<file path="config.mk">
export PLATFORM = sky130hd
export DESIGN_NAME = twiddle_gen_flat
export DESIGN_NICKNAME = d
export VERILOG_FILES = /design/src/rtl/twiddle_gen_if.sv /design/src/rtl/twiddle_gen.sv /design/src/flat_wrapper.sv
export SDC_FILE = /design/constraint.sdc
export NUM_CORES = 1
export LEC_CHECK = 0
export BUFFER_PORTS_ARGS = -buffer_cell sky130_fd_sc_hd__buf_4
export CAP_MARGIN = 15
export CORE_UTILIZATION = 59
export CTS_BUF_LIST = sky130_fd_sc_hd__clkbuf_8
export CTS_CLUSTER_DIAMETER = 40
export DETAILED_ROUTE_END_ITERATION = 10
export HOLD_SLACK_MARGIN = 0.03
export PLACE_DENSITY = 0.95
export REMOVE_ABC_BUFFERS = 1
export SYNTH_ARGS = -nofsm -noshare
export SYNTH_HDL_FRONTEND = slang
export SYNTH_SLANG_ARGS = --single-unit
</file>
<file path="constraint.sdc">
create_clock -name clk -period 7.4 [get_ports clk]
set_input_delay 0.74 -clock clk [delete_from_list [all_inputs] [get_ports clk]]
set_output_delay 0.74 -clock clk [all_outputs]
set_load 0.05 [all_outputs]
</file>
<file path="src/rtl/twiddle_gen_if.sv">
// Stream interface between the SDF stage feeding twiddle_gen and the complex multiplier.
// DATA_WIDTH / SHIFT_AMOUNT fall back to 16 / 15 when the build does not supply them.
`ifndef DATA_WIDTH
`define DATA_WIDTH 16
`endif
`ifndef SHIFT_AMOUNT
`define SHIFT_AMOUNT 15
`endif

interface twiddle_gen_if #(
  parameter int LOG2N   = 6,
  parameter int STAGE_W = 4
);
  typedef struct packed {
    logic signed [`DATA_WIDTH-1:0] data_r;
    logic signed [`DATA_WIDTH-1:0] data_i;
  } DATA_SAMPLE;

  logic               in_valid;
  logic               in_ready;
  logic               in_sof;
  DATA_SAMPLE         in_data;
  logic [STAGE_W-1:0] cfg_stage;
`ifdef TWIDDLE_CONJ_EN
  logic               inv;
`endif
  logic               out_valid;
  logic               out_ready;
  DATA_SAMPLE         out_data;
  DATA_SAMPLE         out_tw;
  logic [LOG2N-1:0]   out_idx;
  logic               out_sof;
  logic               out_eof;

  modport master (
    output in_valid, in_sof, in_data, cfg_stage, out_ready,
`ifdef TWIDDLE_CONJ_EN
    output inv,
`endif
    input  in_ready, out_valid, out_data, out_tw, out_idx, out_sof, out_eof
  );

  modport slave (
    input  in_valid, in_sof, in_data, cfg_stage, out_ready,
`ifdef TWIDDLE_CONJ_EN
    input  inv,
`endif
    output in_ready, out_valid, out_data, out_tw, out_idx, out_sof, out_eof
  );
endinterface

</file>
<file path="src/rtl/twiddle_gen.sv">
// Radix-2 DIF SDF twiddle sequencer: tags each sample with its frame index and W_N^e.
// Define TWIDDLE_CONJ_EN to add the inv input, which conjugates twiddles for an IFFT.
`ifndef DATA_WIDTH
`define DATA_WIDTH 16
`endif
`ifndef SHIFT_AMOUNT
`define SHIFT_AMOUNT 15
`endif

module twiddle_gen #(
  parameter int LOG2N   = 6,
  parameter int STAGE_W = 4
) (
  input  logic        clk,
  input  logic        rst_n,
  twiddle_gen_if.slave bus
);
  localparam int N  = 1 << LOG2N;
  localparam int QN = N / 4;
  localparam int DW = `DATA_WIDTH;
  localparam int IW = LOG2N - 1;
  localparam logic [LOG2N-1:0] HALF_N = LOG2N'(N / 2);

  typedef struct packed {
    logic signed [DW-1:0] data_r;
    logic signed [DW-1:0] data_i;
  } DATA_SAMPLE;

  // Elaboration-time cosine (Taylor series on [0, pi/2]), rounded and saturated to DW.
  function automatic int cos_q(input int i);
    real x, term, acc, scale, v;
    x     = 2.0 * 3.14159265358979323846 * $itor(i) / $itor(N);
    acc   = 1.0;
    term  = 1.0;
    for (int n = 1; n <= 14; n++) begin
      term = -term * x * x / $itor((2 * n - 1) * (2 * n));
      acc  = acc + term;
    end
    scale = 1.0;
    for (int j = 0; j < `SHIFT_AMOUNT; j++) scale = scale * 2.0;
    v = acc * scale + 0.5;
    if (v >= $itor((1 << (DW - 1)) - 1)) return (1 << (DW - 1)) - 1;
    return $rtoi(v);
  endfunction

  logic signed [DW-1:0] rom [0:QN];
  for (genvar g = 0; g <= QN; g++) begin : g_rom
    localparam int CV = cos_q(g);
    assign rom[g] = DW'(CV);
  end

  logic               out_valid_q;
  DATA_SAMPLE         out_data_q;
  DATA_SAMPLE         out_tw_q;
  logic [LOG2N-1:0]   out_idx_q;
  logic               out_sof_q;
  logic               out_eof_q;
  logic [LOG2N-1:0]   cnt;
  logic [STAGE_W-1:0] s_lat;

  logic               accept;
  logic [STAGE_W-1:0] s_cfg;
  logic [STAGE_W-1:0] s_use;
  logic [LOG2N-1:0]   k_use;
  logic [LOG2N-1:0]   h_bit;
  logic [LOG2N-1:0]   h_mask;
  logic [LOG2N-1:0]   e;
  logic [1:0]         q;
  logic [IW-1:0]      r;
  logic [IW-1:0]      rc;
  logic signed [DW-1:0] c_r;
  logic signed [DW-1:0] c_c;
  DATA_SAMPLE         tw;

  assign bus.in_ready  = !out_valid_q || bus.out_ready;
  assign accept        = bus.in_valid && bus.in_ready;
  assign s_cfg         = (bus.cfg_stage >= STAGE_W'(LOG2N)) ? STAGE_W'(LOG2N - 1) : bus.cfg_stage;
  assign s_use         = bus.in_sof ? s_cfg : s_lat;
  assign k_use         = bus.in_sof ? '0 : cnt;

`ifdef TWIDDLE_CONJ_EN
  logic inv_lat;
  logic inv_use;
  assign inv_use = bus.in_sof ? bus.inv : inv_lat;
`endif

  // h = N >> (s+1) is a single bit, so (k mod M) >= h is just that bit of k.
  always_comb begin
    h_bit  = HALF_N >> s_use;
    h_mask = h_bit - LOG2N'(1);
    e      = ((k_use & h_bit) != '0) ? LOG2N'((k_use & h_mask) << s_use) : '0;
    q      = e[LOG2N-1 -: 2];
    r      = {1'b0, e[LOG2N-3:0]};
    rc     = IW'(QN) - r;
    c_r    = rom[r];
    c_c    = rom[rc];
    tw     = '0;
    case (q)
      2'd0: begin tw.data_r = c_r;  tw.data_i = -c_c; end
      2'd1: begin tw.data_r = -c_c; tw.data_i = -c_r; end
      2'd2: begin tw.data_r = -c_r; tw.data_i = c_c;  end
      default: begin tw.data_r = c_c; tw.data_i = c_r; end
    endcase
`ifdef TWIDDLE_CONJ_EN
    if (inv_use) tw.data_i = -tw.data_i;
`endif
  end

  always_ff @(posedge clk or negedge rst_n) begin
    if (!rst_n) begin
      out_valid_q <= 1'b0;
      out_data_q  <= '0;
      out_tw_q    <= '0;
      out_idx_q   <= '0;
      out_sof_q   <= 1'b0;
      out_eof_q   <= 1'b0;
      cnt         <= '0;
      s_lat       <= '0;
`ifdef TWIDDLE_CONJ_EN
      inv_lat     <= 1'b0;
`endif
    end else if (accept) begin
      out_valid_q <= 1'b1;
      out_data_q  <= bus.in_data;
      out_tw_q    <= tw;
      out_idx_q   <= k_use;
      out_sof_q   <= (k_use == '0);
      out_eof_q   <= (k_use == '1);
      cnt         <= k_use + LOG2N'(1);
      // Frame start, explicit or by wrap, is the only point the stage config is taken.
      if (bus.in_sof || cnt == '1) begin
        s_lat   <= s_cfg;
`ifdef TWIDDLE_CONJ_EN
        inv_lat <= bus.inv;
`endif
      end
    end else if (bus.out_ready) begin
      out_valid_q <= 1'b0;
    end
  end

  assign bus.out_valid = out_valid_q;
  assign bus.out_data  = out_data_q;
  assign bus.out_tw    = out_tw_q;
  assign bus.out_idx   = out_idx_q;
  assign bus.out_sof   = out_sof_q;
  assign bus.out_eof   = out_eof_q;
endmodule
</file>
<file path="src/flat_wrapper.sv">
// flat-port wrapper written by rule: the top's interface ports become plain ports
module twiddle_gen_flat 
#(
  parameter int LOG2N   = 6,
  parameter int STAGE_W = 4
)
  (clk, rst_n, bus_in_valid, bus_in_sof, bus_in_data, bus_cfg_stage, bus_out_ready, bus_in_ready, bus_out_valid, bus_out_data, bus_out_tw, bus_out_idx, bus_out_sof, bus_out_eof);
  twiddle_gen_if #(.LOG2N(LOG2N), .STAGE_W(STAGE_W)) bus_i ();
  input  logic clk;
  input  logic rst_n;
  input wire logic [$bits(bus_i.in_valid)-1:0] bus_in_valid;
  input wire logic [$bits(bus_i.in_sof)-1:0] bus_in_sof;
  input wire logic [$bits(bus_i.in_data)-1:0] bus_in_data;
  input wire logic [$bits(bus_i.cfg_stage)-1:0] bus_cfg_stage;
  input wire logic [$bits(bus_i.out_ready)-1:0] bus_out_ready;
  output wire logic [$bits(bus_i.in_ready)-1:0] bus_in_ready;
  output wire logic [$bits(bus_i.out_valid)-1:0] bus_out_valid;
  output wire logic [$bits(bus_i.out_data)-1:0] bus_out_data;
  output wire logic [$bits(bus_i.out_tw)-1:0] bus_out_tw;
  output wire logic [$bits(bus_i.out_idx)-1:0] bus_out_idx;
  output wire logic [$bits(bus_i.out_sof)-1:0] bus_out_sof;
  output wire logic [$bits(bus_i.out_eof)-1:0] bus_out_eof;
  assign bus_i.in_valid = bus_in_valid;
  assign bus_i.in_sof = bus_in_sof;
  assign bus_i.in_data = bus_in_data;
  assign bus_i.cfg_stage = bus_cfg_stage;
  assign bus_i.out_ready = bus_out_ready;
  assign bus_in_ready = bus_i.in_ready;
  assign bus_out_valid = bus_i.out_valid;
  assign bus_out_data = bus_i.out_data;
  assign bus_out_tw = bus_i.out_tw;
  assign bus_out_idx = bus_i.out_idx;
  assign bus_out_sof = bus_i.out_sof;
  assign bus_out_eof = bus_i.out_eof;
  twiddle_gen #(.LOG2N(LOG2N), .STAGE_W(STAGE_W)) u_core (.clk(clk), .rst_n(rst_n), .bus(bus_i));
endmodule
</file>
==> impl_metrics.ini <==
[floorplan]
initial_core_util_pct = 60.5
core_sq_um = 10800
dieArea_sq_um = 11500
die_x_microns = 107
num_rows = 38
fp.dieH_microns = 107
io_pins = 115

[detailed_routing]
drt_iter0_drc = 908
wl_mm = 21.4
ant_nets = 0
dr_total_vias = 7247
wl_per_cell_microns = 19.8
dr.pass1.iters = 11
via_per_inst = 6.72
route.detailed.drc = 1

[synthesis]
synth_common_cells = nand2_1 (200), dfrtp_1 (83), nor2_1 (61), o21ai_0 (57), a21oi_1 (54)
synth_area_sq_um = 6560
ys_ff_latch = 83
synth_edf_count = 0
ys_types = 95
synth_top_area_share_pct = 31.7
synth_ff_type = dfrtp_1
synth_warnings = 0
synth_top_cell_by_area = dfrtp_1
synthCells = 856
synthArstFlopShare_pct = 100
syn_avg_cell_area_sq_um = 7.66
netlist_top_cells_area = dfrtp_1 (32%), nand2_1 (11%), o21ai_0 (4.3%)
yosysMostFrequentCell = nand2_1
yosysSeqAreaShare_pct = 31.7

[sta]
slew_headroom_pct = 27.4
clock_skew_ps = 13.8
fin_crit_sh_pct = 87.7
rsz0062_at_grt = false
finalMaxSlewViolations = 0
tightestPinTransition_ps = 1090
hold_viol = 0
fmax_mhz = 154
whs_ps = 174
setup_viol = 0
fin_crit_ps = 6490
fin_tns_setup_ps = 0

[place]
portBuffers = 114
gp_congestion = 1.01
place.detailed.hpwl_mm = 15.0

[global_route]
grt_pass1_wl_mm = 34.0
antenna_found_initial = 0
grt_pass1_vias = 6679
track_usage_pct = 37.5
grt_max_degree = 84
overflow = 0

[finish]
multi_input_area_sq_um = 4170
drive_above_1_share_pct = 19.8
regArea_sq_um = 2080
final_util_pct = 70.8
fin_nets = 989
fillers = 887
n_antenna_cell = 0
area_delta_synth_final_pct = 16.9

[setup_path]
path_max_fanout = 18
worstSetupStartpointType = flop
required_ps = 7660
crit_type = flop to flop
crit_path_end_kind = flop
cp.arrival_ps = 6750

[status]
run_status = finished, violations left
violations = DRC

[pwr]
total_power_mw = 1.55
ir_drop_mv = 0.137
power.leakage_nw = 3.38
powerDensity_nw_per_um2 = 202

[flow_run]
maxCapViolations = 0

[clock_network]
clockBufferDepth = 2
ctsResizeCount = 0
post-cts-setup-buffers = 0
hold_buffers = 0
ctsHtreeMaxLevel = 3
clk_pin_slew_ps = 90
clk_latency_ps = 370
cts_buffers = 9
ctsRootBufferMaster = clkbuf_8
cts_sinks = 83
cts_tree = yes

[worst_hold_path]
hold_path_class = primary input to async pin
## metrics by stage
step / setup slack [ps] / area [sq um] / std cells
2_1_floorplan: 1540 / 6300 / 795
3_3_place_gp: 1000 / 7450 / 1064
3_5_place_dp: 802 / 7450 / 1064
4_1_cts: 1080 / 7670 / 1079
5_1_grt: 525 / 7670 / 1079
6_report: 907 / 7670 / 1079
## worst paths after layout
path | cells after the start | slack [ps] | start | endpoint
hold / removal | 1 | 170 | rst_n | u_core.cnt[3]$_DFFE_PN0P_
setup reg to reg | 20 | 910 | u_core.s_lat[2]$_DFFE_PN0P_ | u_core.bus.out_tw[30]$_DFFE_PN0P_
setup / recovery | 20 | 910 | u_core.s_lat[2]$_DFFE_PN0P_ | u_core.bus.out_tw[30]$_DFFE_PN0P_
hold reg to reg | 2 | 470 | u_core.bus.out_idx[5]$_DFFE_PN0P_ | u_core.bus.out_idx[5]$_DFFE_PN0P_
min in group clk | 2 | 470 | u_core.bus.out_idx[5]$_DFFE_PN0P_ | u_core.bus.out_idx[5]$_DFFE_PN0P_
max in group asynchronous | 2 | 6110 | rst_n | u_core.bus.out_tw[15]$_DFFE_PN0P_
## area by class of cell
type	count	area share (%)
clock buffer	10	1.79
clock inverter	5	1.11
inverter	14	0.685
multi-input combinational	698	54.4
sequential	83	27.1
tap	140	2.28
timing repair buffer	129	12.6
## power by group
group	internal, mW	total (mW)	switching [mW]
combinational	0.189	0.614	0.425
sequential	0.512	0.569	0.0573
clock	0.200	0.368	0.168
## cells by family after synthesis
family / Yosys count / share of synthesized area (%)
AOI/OAI and AO/OA: 272 / 29.2
xor gates and xnor gates: 14 / 2.08
adders and majority gates: 14 / 2.63
buffers and inverters: 75 / 4.79
DFF: 83 / 31.7
muxes: 15 / 2.37
and+or+nand+nor: 383 / 27.3
## sequential cells by signal, summed over array words and instances (netlist names)
name / count
u_core.s_lat: 4
u_core.bus.out_idx: 6
u_core.bus.out_valid: 1
u_core.bus.out_eof: 1
u_core.bus.out_tw: 32
u_core.bus.out_data: 32
u_core.bus.out_sof: 1
u_core.cnt: 6
## layout by cell type (no fill, tap or decap), drive strengths merged, types with 5 or more instances in the layout
| cell | n |
|---|---|
| nand3b | 7 |
| nor3 | 24 |
| a21oi | 56 |
| o21ai | 63 |
| ha | 13 |
| o22ai | 17 |
| nand2 | 200 |
| a221oi | 10 |
| o31a | 5 |
| mux2i | 11 |
| nand2b | 9 |
| xnor2 | 11 |
| or2 | 6 |
| nor4bb | 5 |
| o31ai | 10 |
| or3 | 5 |
| dfrtp | 83 |
| nand3 | 26 |
| a31oi | 16 |
| and2 | 8 |
| a21o | 10 |
| clkbuf | 10 |
| nor4 | 5 |
| inv | 16 |
| buf | 129 |
| a211oi | 15 |
| o211ai | 11 |
| nor2 | 63 |
## worst max-delay path, cell delays in order, from the launching register on
cell and delay, ps:
dfrtp_1 740, or4b_1 620, o21ai_0 160, nand3_1 110, ha_1 330, nand2b_1 190, o32ai_1 450, o211ai_1 560
ha_1 810, inv_1 260, nand2_1 140, nor3_1 60, a21oi_1 130, o211ai_1 120, a2bb2oi_2 290, ha_1 250
inv_1 90, nor3_2 410, nand4_2 270, a221oi_1 330, nor2_1 60
## metal layers
layer / GRT usage [%] / vias to the layer above / wire, microns
met5: 0 / - / 0
met4: 14.1 / 0 / 779
met3: 6.90 / 99 / 2340
met2: 59.9 / 500 / 9780
met1: 50.7 / 3371 / 8470
li1: - / 3277 / -
(Power assumes the default switching activity.)
